$ cat src/rtl/dm_ctrl_pkg.sv
// Shared types, sizes and the byte-enable merge helper for the data-memory
// access controller.
package dm_ctrl_pkg;

  localparam int DEPTH  = 3072;
  localparam int ADDR_W = 12;
  localparam int DATA_W = 32;

  typedef enum logic {
    ST_IDLE  = 1'b0,
    ST_CLEAR = 1'b1
  } state_t;

  typedef enum logic {
    REQ_CPU = 1'b0,
    REQ_DMA = 1'b1
  } req_id_t;

  // Replace the bytes selected by be with new data, keep the rest of the old word.
  function automatic logic [DATA_W-1:0] be_merge(input logic [DATA_W-1:0] old_word,
                                                 input logic [DATA_W-1:0] new_word,
                                                 input logic [3:0]        be);
    logic [DATA_W-1:0] merged;
    for (int i = 0; i < 4; i++) begin
      merged[8*i +: 8] = be[i] ? new_word[8*i +: 8] : old_word[8*i +: 8];
    end
    return merged;
  endfunction

endpackage

$ cat src/rtl/rr_arb2.sv
// Two-requester round-robin arbiter. Grant is combinational; the winner is
// remembered so the other requester wins the next conflict.
module rr_arb2
  import dm_ctrl_pkg::*;
(
  input  logic       clk,
  input  logic       reset,
  input  logic       en,
  input  logic [1:0] req,
  output logic [1:0] gnt
);

  req_id_t last_grant;

  // One-hot grant: lone requester wins, a conflict goes to the one not served last.
  always_comb begin
    // NOTE: default every output first so no path through the block leaves it unassigned (latch).
    gnt = 2'b00;
    if (en) begin
      case (req)
        2'b01:   gnt = 2'b01;
        2'b10:   gnt = 2'b10;
        2'b11:   gnt = (last_grant == REQ_DMA) ? 2'b01 : 2'b10;
        default: gnt = 2'b00;
      endcase
    end
  end

  // Remember the most recent winner; reset favours the CPU on the first conflict.
  always_ff @(posedge clk or posedge reset) begin
    // NOTE: registers use non-blocking assignments so all flops update from pre-edge values.
    if (reset) begin
      last_grant <= REQ_DMA;
    end else if (gnt != 2'b00) begin
      last_grant <= gnt[1] ? REQ_DMA : REQ_CPU;
    end
  end

endmodule

$ cat src/rtl/dm_access_ctrl.sv
// Shares the single-port data memory between the CPU M stage and the DMA/debug
// port, and runs a bulk-clear engine that zeroes one word per cycle.
module dm_access_ctrl
  import dm_ctrl_pkg::*;
(
  input  logic              clk,
  input  logic              reset,
  input  logic              cpu_valid,
  output logic              cpu_ready,
  input  logic              cpu_we,
  input  logic [ADDR_W+1:0] cpu_addr,
  input  logic [3:0]        cpu_be,
  input  logic [DATA_W-1:0] cpu_wdata,
  output logic              cpu_rvalid,
  output logic [DATA_W-1:0] cpu_rdata,
  input  logic              dma_valid,
  output logic              dma_ready,
  input  logic              dma_we,
  input  logic [ADDR_W+1:0] dma_addr,
  input  logic [3:0]        dma_be,
  input  logic [DATA_W-1:0] dma_wdata,
  output logic              dma_rvalid,
  output logic [DATA_W-1:0] dma_rdata,
  input  logic              clr_start,
  output logic              clr_busy,
  output logic              clr_done,
  output logic              acc_err,
  output logic              mem_we,
  output logic [ADDR_W-1:0] mem_addr,
  output logic [DATA_W-1:0] mem_wdata,
  input  logic [DATA_W-1:0] mem_rdata
);

  state_t            state;
  logic [ADDR_W-1:0] clr_ptr;
  logic              arb_en;
  logic [1:0]        gnt;
  logic              acc;
  logic              sel_we;
  logic [ADDR_W-1:0] sel_word;
  logic [3:0]        sel_be;
  logic [DATA_W-1:0] sel_wdata;
  logic              in_range;
  logic              unused_addr_lsbs;

  // Byte offsets are meaningless for a word-wide memory.
  assign unused_addr_lsbs = ^{cpu_addr[1:0], dma_addr[1:0]};

  // Requests are served only in IDLE; a clear start wins over any pending request,
  // and nothing is accepted while reset is held.
  assign arb_en = (state == ST_IDLE) && !clr_start && !reset;

  rr_arb2 u_arb (
    .clk   (clk),
    .reset (reset),
    .en    (arb_en),
    .req   ({dma_valid, cpu_valid}),
    .gnt   (gnt)
  );

  assign cpu_ready = gnt[REQ_CPU];
  assign dma_ready = gnt[REQ_DMA];
  assign acc       = |gnt;

  // Steer the winning port's request onto a single internal request.
  always_comb begin
    if (gnt[REQ_DMA]) begin
      sel_we    = dma_we;
      sel_word  = dma_addr[ADDR_W+1:2];
      sel_be    = dma_be;
      sel_wdata = dma_wdata;
    end else begin
      sel_we    = cpu_we;
      sel_word  = cpu_addr[ADDR_W+1:2];
      sel_be    = cpu_be;
      sel_wdata = cpu_wdata;
    end
    in_range = sel_word < ADDR_W'(DEPTH);
  end

  // Memory control: clear sweep, merged store, or quiet bus when idle.
  always_comb begin
    mem_we    = 1'b0;
    mem_addr  = '0;
    mem_wdata = '0;
    if (state == ST_CLEAR) begin
      mem_we   = 1'b1;
      mem_addr = clr_ptr;
    end else if (acc) begin
      mem_addr = sel_word;
      if (sel_we && in_range && (sel_be != 4'b0000)) begin
        mem_we    = 1'b1;
        mem_wdata = be_merge(mem_rdata, sel_wdata, sel_be);
      end
    end
  end

  // IDLE/CLEAR sequencer with the clear pointer and registered busy/done flags.
  always_ff @(posedge clk or posedge reset) begin
    if (reset) begin
      state    <= ST_IDLE;
      clr_ptr  <= '0;
      clr_busy <= 1'b0;
      clr_done <= 1'b0;
    end else begin
      clr_done <= 1'b0;
      case (state)
        ST_IDLE: begin
          if (clr_start) begin
            state    <= ST_CLEAR;
            clr_ptr  <= '0;
            clr_busy <= 1'b1;
          end
        end
        ST_CLEAR: begin
          if (clr_ptr == ADDR_W'(DEPTH - 1)) begin
            state    <= ST_IDLE;
            clr_busy <= 1'b0;
            clr_done <= 1'b1;
          end else begin
            clr_ptr <= clr_ptr + ADDR_W'(1);
          end
        end
        default: state <= ST_IDLE;
      endcase
    end
  end

  // Per-port load return: capture read data, pulse rvalid, flag out-of-range accesses.
  always_ff @(posedge clk or posedge reset) begin
    if (reset) begin
      cpu_rvalid <= 1'b0;
      cpu_rdata  <= '0;
      dma_rvalid <= 1'b0;
      dma_rdata  <= '0;
      acc_err    <= 1'b0;
    end else begin
      cpu_rvalid <= 1'b0;
      dma_rvalid <= 1'b0;
      acc_err    <= acc && !in_range;
      if (gnt[REQ_CPU] && !cpu_we) begin
        cpu_rvalid <= 1'b1;
        cpu_rdata  <= in_range ? mem_rdata : '0;
      end
      if (gnt[REQ_DMA] && !dma_we) begin
        dma_rvalid <= 1'b1;
        dma_rdata  <= in_range ? mem_rdata : '0;
      end
    end
  end

endmodule

$ cat config.mk
export PLATFORM = sky130hd
export DESIGN_NAME = dm_access_ctrl
export DESIGN_NICKNAME = d
export VERILOG_FILES = /design/src/rtl/dm_ctrl_pkg.sv /design/src/rtl/rr_arb2.sv /design/src/rtl/dm_access_ctrl.sv
export SDC_FILE = /design/constraint.sdc
export NUM_CORES = 1
export LEC_CHECK = 0
export CAP_MARGIN = 15
export CORE_MARGIN = 10
export CORE_UTILIZATION = 40
export CTS_BUF_LIST = sky130_fd_sc_hd__clkbuf_4 sky130_fd_sc_hd__clkbuf_8
export CTS_CLUSTER_SIZE = 40
export DETAILED_ROUTE_END_ITERATION = 6
export PLACE_DENSITY = 0.83
export SYNTH_ARGS = -nofsm -noshare
export SYNTH_HDL_FRONTEND = slang
export SYNTH_HIERARCHICAL = 1
export SYNTH_SLANG_ARGS = --single-unit
$ cat constraint.sdc
create_clock -name clk -period 2.9 [get_ports clk]
set_input_delay 0.435 -clock clk [delete_from_list [all_inputs] [get_ports clk]]
set_output_delay 0.435 -clock clk [all_outputs]
set_load 0.01 [all_outputs]
==> results of run 1 <==
metal layers:
layer,global-route usage,part of all wire,vias to the layer above
met1,0.2352,0.37,2337
met4,0.09824,0.035,0
met3,0.07760,0.091,34
li1,-,-,2326
met2,0.3729,0.50,195
met5,0,0,-
metrics by stage:
stage	setup TNS, ns	area [um^2]	hold WS (ns)	setup slack (ns)	instances
global route	-0.04624	7590	0.4060	-0.02920	924
detailed placement	-24.03	7259	0.4694	-0.6927	899
CTS	-0.1403	7440	0.3556	-0.06428	919
global placement	-20.94	7259	0.4603	-0.5939	899
floorplan	-0.3279	4491	0.3247	-0.01400	518
finish	0	7590	0.3914	0.04665	924
layout make-up:
type | count | share of cell area
clock buffer | 10 | 0.01731
clock inverter | 5 | 0.007254
inverter | 10 | 0.005110
multi-input combinational | 389 | 0.3126
sequential | 83 | 0.2738
tap | 140 | 0.02308
timing repair buffer | 287 | 0.3609
worst reg2reg max path, cell delays in order (launching register included):
cell and delay, ns:
dfrtp_1 0.42, nor3_4 0.15, nand2_2 0.10, a21oi_4 0.23, nor2b_4 0.08, a32oi_4 0.27
buf_4 0.17, buf_4 0.34, nand2_1 0.13, o21ai_0 0.23
what timing repair did:
action | 4_1_cts | 5_1_grt
cloned | 1 | 0
hold buffers | 0 | 0
pin swaps | 5 | 4
hold endpoints to repair | 0 | 0
setup endpoints to repair | 46 | 39
setup buffers | 4 | 5
gates resized for setup | 160 | 32
cell usage after synthesis (all sizes together):
master    n  area (um^2)
and3      3        23.77
inv      10        37.54
a32o      1        10.01
dfstp     1        26.28
nand2b    5        31.28
nor3      3        15.01
o41ai     1        8.760
clkbuf   21        78.83
or2       1        6.260
xor2      1        8.760
or4       4        33.78
nor2     50        187.7
a221oi    1        8.760
a31oi     2        12.51
mux2      4        45.04
nand2   127        476.7
buf      15        96.34
nand3     2        10.01
o21a      1        7.510
o211ai    2        28.78
o32ai     1        8.760
nand4     3        33.78
o311ai    1        8.760
a21oi    19        98.85
a22o      1        8.760
ha        1        12.51
o21ai    76        380.4
nor4      4        25.02
a21o      3        23.77
a211oi   34        270.3
dfrtp    82         2052
a32oi     1        27.53
mux2i    35        350.3
nor2b     1        6.260
a22oi     1        7.510
cells by family (layout without fill, tap and decap cells):
kind of cell | after synthesis | count (layout) | synth area share
simple gates | 203 | 203 | 0.1901
mux | 39 | 39 | 0.08849
buf+inv | 46 | 312 | 0.04761
compound gates | 145 | 145 | 0.2039
flops | 83 | 83 | 0.4651
xor+xnor | 1 | 1 | 0.001961
fa+ha+maj | 1 | 1 | 0.002800
power groups by stage:
stage / combinational [mW] / sequential, mW / clock (mW)
after floorplan: 0.303 / 1.36 / 0
after global placement: 0.765 / 1.36 / 0
after detailed placement: 0.788 / 1.37 / 0
after CTS: 0.769 / 1.35 / 0.826
after global routing: 0.838 / 1.36 / 0.874
final: 0.771 / 1.35 / 0.812
worst min-delay path by stage:
stage / start / endpoint / slack (ns)
3_3_place_gp: cpu_rdata[21] / cpu_rdata[21] / 0.46
6_report: reset / u_arb/last_grant / 0.39
2_1_floorplan: reset / u_arb/last_grant / 0.32
3_5_place_dp: cpu_rdata[9] / cpu_rdata[9] / 0.47
5_1_grt: reset / u_arb/last_grant / 0.41
4_1_cts: reset / u_arb/last_grant / 0.36
==> impl_results.md, run 1 <==
* Status: completed
* Synth unique cells at 46
* Yosys warning count at 6
* First-pass GRT wire length at 27950 um
* Mapped Cells at 518
* Initial antenna violation count at 0
* CP cell instances: nor3_4, nand2_2, a21oi_4, nor2b_4, a32oi_4, o211ai_4, buf_6, buf_12, a211oi_2, buf_2
* Port Buffer Count at 250
* Post-Synthesis Cell Area at 4468 um^2
* Die span in y at 125.7 um
* PD cells at 386.0 nW/um^2
* Max-cap violations at 0
* Ratio of cells with drive above 1 in the final layout at 0.1696
* Num Clock Sinks at 83
* Placer congestion estimate at 0.9362
* Clock skew at 0.009294 ns
* CP max stage delay at 0.42 ns
* Starting density of the core at 0.4104
* Critical Path Source Type: flip-flop
* Via count at 4892
* Crit Path Class: flip-flop to output port
* GRT overflow at 0
* Remaining DRCs at 0
* R2R Setup Slk at 0.69 ns
* Diode count at 0
* Register Area at 2078 um^2
* Die ar. at 15800 um^2
* Slew at the pin closest to its max-slew limit at 0.6292 ns
* Biggest regs: cpu_rdata (32), dma_rdata (32), clr_ptr (12)
* Max Root-Sink Buffers at 2
* CP Data Required Time at 2.47 ns
* Slew margin rel. at 0.5801
* Tot Pwr at 2.930 mW
* Syn_area_per_cell at 8.626 um^2
* Die extent in x at 125.7 um
* Mapped Nets at 658
* Ports at 255
* CTS Root Cell: clkbuf_8
* WP buf/inv at 3
* RSZ-0062 raised after global routing: true
* Switching Fraction at 0.2987
* CTS tree: yes
* Total track usage at 0.2172
* Worst Path Max Fanout at 11
* P_leak at 3.312 nW
* Psw at 0.8751 mW
* Tcrit/Tclk final at 0.9839
* Vias in the first global route at 5194
* Internal power at 2.055 mW
* ANT nets after route at 0
* Setup crit start: state
* Detailed Place HPWL at 14200 um
* Largest net degree at the start of global routing at 66
* Levels on crit path at 10
* Post-synthesis sequential area ratio at 0.4651
* Final Hold Vio Count at 0
* Fmax at 0.3505 GHz
* Leading cell type in the layout, fill and taps excluded: clkdlybuf4s50_1
* FF-to-FF path depth at 9
* Layout net count at 920
* Worst R2R End: dma_rdata[16]
* Sequential share of power at 0.460
* Crit path max-delay family: compound AO/OA/AOI/OAI gates
* CTS Buf Count at 9
* CP Capture Type: output port
* Initial drt markers at 316
* CP max stage cell: dfrtp_1
* FF-to-FF Start: state
* Core Rows at 38
* Critical Path End: mem_wdata[3]
* Seq cells post-synth at 83
* Clock latency on the worst-skew pair at 0.35 ns
* Clock edge transition at the registers on the reported setup and hold paths at 0.08 ns
* Hold Path Class: input port to async pin
* Fill count at 826
* Final Slew Violations at 0
* Commonest cells after routing, fill and taps aside: clkdlybuf4s50_1 (205), nand2_1 (126), dfrtp_1 (82)
* Gate power share at 0.263
* Routed Wire Length at 18130 um
* WL/cell at 19.62 um
* Clk pwr share at 0.277
* Arr. time, crit path at 2.42 ns
* Setup Viol. Count Final at 0
* Max VDD drop at 227.9 uV
* Multi-input logic area at 2372 um^2
* First drt pass iteration count at 4
* Fin crit period at 2.853 ns
* Core ar. at 10890 um^2
* Layout Utilization at 0.6971
* Vias/cell at 5.294
* Deepest level of the CTS H-tree at 3
* Area Overhead vs Synth at 69.87%
(Power assumes the default switching activity.)
==> inputs of run 2 (changes only) <==
--- a/config.mk
+++ b/config.mk
@@ -11,7 +11,8 @@
 export CTS_BUF_LIST = sky130_fd_sc_hd__clkbuf_4 sky130_fd_sc_hd__clkbuf_8
 export CTS_CLUSTER_SIZE = 40
 export DETAILED_ROUTE_END_ITERATION = 6
-export PLACE_DENSITY = 0.83
+export GPL_TIMING_DRIVEN = 0
+export PLACE_DENSITY_LB_ADDON = 0.3
 export SYNTH_ARGS = -nofsm -noshare
 export SYNTH_HDL_FRONTEND = slang
 export SYNTH_HIERARCHICAL = 1
==> run 2 against run 1 <==
  * The flow now finishes with violations (setup timing)
  * Setup slack lost 0.095 ns
  * Clock-buffer cell count grew 1
  * Combinational power down 3.4%
  * Register-to-register slack worse by 0.31 ns
  * First-iteration DRC count down 12%
  * Critical path depth rose by 1
  * Die area unchanged
  * Final cell count increased by 2.3%
  * Clock power down 4.8%
  * Critical endpoint is now mem_wdata[8]
==> impl_results.md, run 2 (synthesis gave the netlist of run 1 again) <==
* Setup WS post-layout at -0.04810 ns (-0.09476 ns)
* Failing checks: setup timing
* Die extent in x at 125.7 um (unchanged)
* Commonest cells after routing, fill and taps aside: clkdlybuf4s50_1 (202), nand2_1 (126), dfrtp_1 (81)
* First drt pass iteration count at 4 (unchanged)
* Final Slew Violations at 0 (unchanged)
* Max Root-Sink Buffers at 2 (unchanged)
* Slew margin rel. at 0.6390 (+0.05892)
* Non-filler cells, final at 945 (+2.3%)
* Slew at the pin closest to its max-slew limit at 0.5366 ns (-0.09260 ns)
* Setup Viol. Count Final at 21 (+21)
* Vias/cell at 5.430 (+2.6%)
* Fmax at 0.3392 GHz (-3.2%)
* Area Overhead vs Synth at 71.72%
* Die span in y at 125.7 um (unchanged)
* Core ar. at 10890 um^2 (unchanged)
* Fin crit period at 2.948 ns (+0.09476 ns)
* Initial antenna violation count at 0 (unchanged)
* Clock skew at 0.01058 ns (+0.001284 ns)
* Largest net degree at the start of global routing at 44 (-33%)
* Starting density of the core at 0.4104 (unchanged)
* RSZ-0062 raised after global routing: true
* Critical Path Source Type: input port
* P_leak at 3.319 nW (+0.22%)
* Switching Fraction at 0.3135 (+0.01478)
* CP Capture Type: output port
* Total track usage at 0.2341 (+0.01689)
* Ports at 255 (unchanged)
* Max-cap violations at 0 (unchanged)
* Tot Pwr at 2.875 mW (-1.9%)
* Biggest regs: cpu_rdata (32), dma_rdata (32), clr_ptr (12)
* Remaining DRCs at 0 (unchanged)
* Fill count at 856 (+3.6%)
* ANT nets after route at 0 (unchanged)
* Clk pwr share at 0.269 (-0.008)
* Num Clock Sinks at 83 (unchanged)
* Routed Wire Length at 19660 um (+8.5%)
* Detailed Place HPWL at 15240 um (+7.4%)
* Clock edge transition at the registers on the reported setup and hold paths at 0.09 ns (about the same)
* Clock latency on the worst-skew pair at 0.35 ns (about the same)
* Gate power share at 0.259 (-0.004)
* Vias in the first global route at 5391 (+3.8%)
* Initial drt markers at 277 (-12%)
* Max VDD drop at 189.6 uV (-17%)
* Worst Path Max Fanout at 8 (-3)
* First-pass GRT wire length at 29820 um (+6.7%)
* Ratio of cells with drive above 1 in the final layout at 0.1925 (+0.02290)
* Crit Path Class: input port to output port
* Final Hold Vio Count at 0 (unchanged)
* Port Buffer Count at 250 (unchanged)
* Core Rows at 38 (unchanged)
* Placed Instances at 909 (+1.1%)
* Via count at 5131 (+4.9%)
* Worst hold slack at 0.3058 ns (-0.08559 ns)
* Deepest level of the CTS H-tree at 3 (unchanged)
* PD cells at 374.8 nW/um^2 (-2.9%)
* Psw at 0.9013 mW (+3.0%)
* GRT overflow at 0 (unchanged)
* Hold Path Class: input port to async pin
* Leading cell type in the layout, fill and taps excluded: clkdlybuf4s50_1
* CP Data Required Time at 2.47 ns (about the same)
* Internal power at 1.974 mW (-3.9%)
* Hold_buf cts at 0 (unchanged)
* Diode count at 0 (unchanged)
* Final setup TNS at -0.4652 ns (-0.4652 ns)
* Arr. time, crit path at 2.51 ns (+0.09 ns)
* Die ar. at 15800 um^2 (unchanged)
* Status: finished with violations
* Layout net count at 940 (+2.2%)
* Placer congestion estimate at 0.9117 (-2.6%)
* CTS Buf Count at 9 (unchanged)
* WL/cell at 20.81 um (+6.1%)
* Tcrit/Tclk final at 1.017 (+0.03267)
* Sequential share of power at 0.472 (+0.012)
* CTS Root Cell: clkbuf_8
* CTS tree: yes
-- run 2: cell types whose count changed in the layout (fill, tap and decap cells not counted), moves of 4 or more --
cell / change
clkbuf_2: +9
a211oi_2: +4
clkbuf_1: +15
a211oi_1: -6
buf_2: +9
dlygate4sd2_1: -8
buf_4: -4
-- run 2: final timing paths --
| check | from | to | slack [ns] | depth (start not counted) |
|---|---|---|---|---|
| min in group clk | clr_start | clr_busy | 0.45 | 3 |
| worst max register to register | state | cpu_rdata[21] | 0.38 | 12 |
| max in group asynchronous | reset | state | 1.96 | 3 |
| worst min register to register | dma_rdata[23] | dma_rdata[23] | 0.49 | 2 |
| worst max-delay path | reset | mem_wdata[8] | -0.05 | 11 |
| worst min-delay path | reset | u_arb/last_grant | 0.31 | 2 |
-- run 2: area by class of cell --
cell class,count,area [um^2],area share
Buffer,31,234.0,0.03050
Clock buffer,11,145.1,0.01892
Clock inverter,5,37.54,0.004892
Inverter,10,40.04,0.005219
Multi-Input combinational cell,389,2410,0.3141
Sequential cell,83,2079,0.2710
Tap cell,140,175.2,0.02283
Timing Repair Buffer,276,2551,0.3325
-- run 2: power groups by stage --
stage	Clock [mW]	Combinational, mW	Sequential [mW]
final	0.773	0.745	1.36
after CTS	0.782	0.761	1.35
after detailed placement	0	0.777	1.37
after global placement	0	0.751	1.37
after global routing	0.841	0.809	1.37
after floorplan	0	0.303	1.36
-- run 2: worst max-delay path, cell delays in order --
cell	delay, ns
dlygate4sd2_1	0.30
nor3_4	0.24
nand2_2	0.10
a21oi_4	0.19
buf_6	0.16
nor2b_4	0.05
a32oi_4	0.21
o211ai_4	0.24
buf_6	0.22
a211oi_4	0.18
buf_2	0.17
-- run 2: metal layers --
| layer | vias to the layer above | wire, um | global-route usage |
|---|---|---|---|
| met5 | - | 0 | 0 |
| met4 | 0 | 442 | 0.07249 |
| met3 | 41 | 1886 | 0.08431 |
| met2 | 230 | 10050 | 0.4125 |
| met1 | 2500 | 7279 | 0.2569 |
| li1 | 2360 | - | - |
-- run 2: metrics by stage --
step                      utilization  setup slack, ns  area (um^2)
after global placement         0.6584           -1.144         7168
after floorplan                     -         -0.01400         4491
after global routing           0.7047          -0.1603         7672
after CTS                      0.6988          -0.1580         7609
final                          0.7047         -0.04810         7672
after detailed placement       0.6604           -1.224         7191
-- run 2: repair_timing --
item                                    in CTS  in global routing
gates resized for setup                    239                 41
endpoints found under the setup margin      51                 45
pin swaps                                    5                  2
gates cloned                                 4                  0
setup buffers                               11                 10
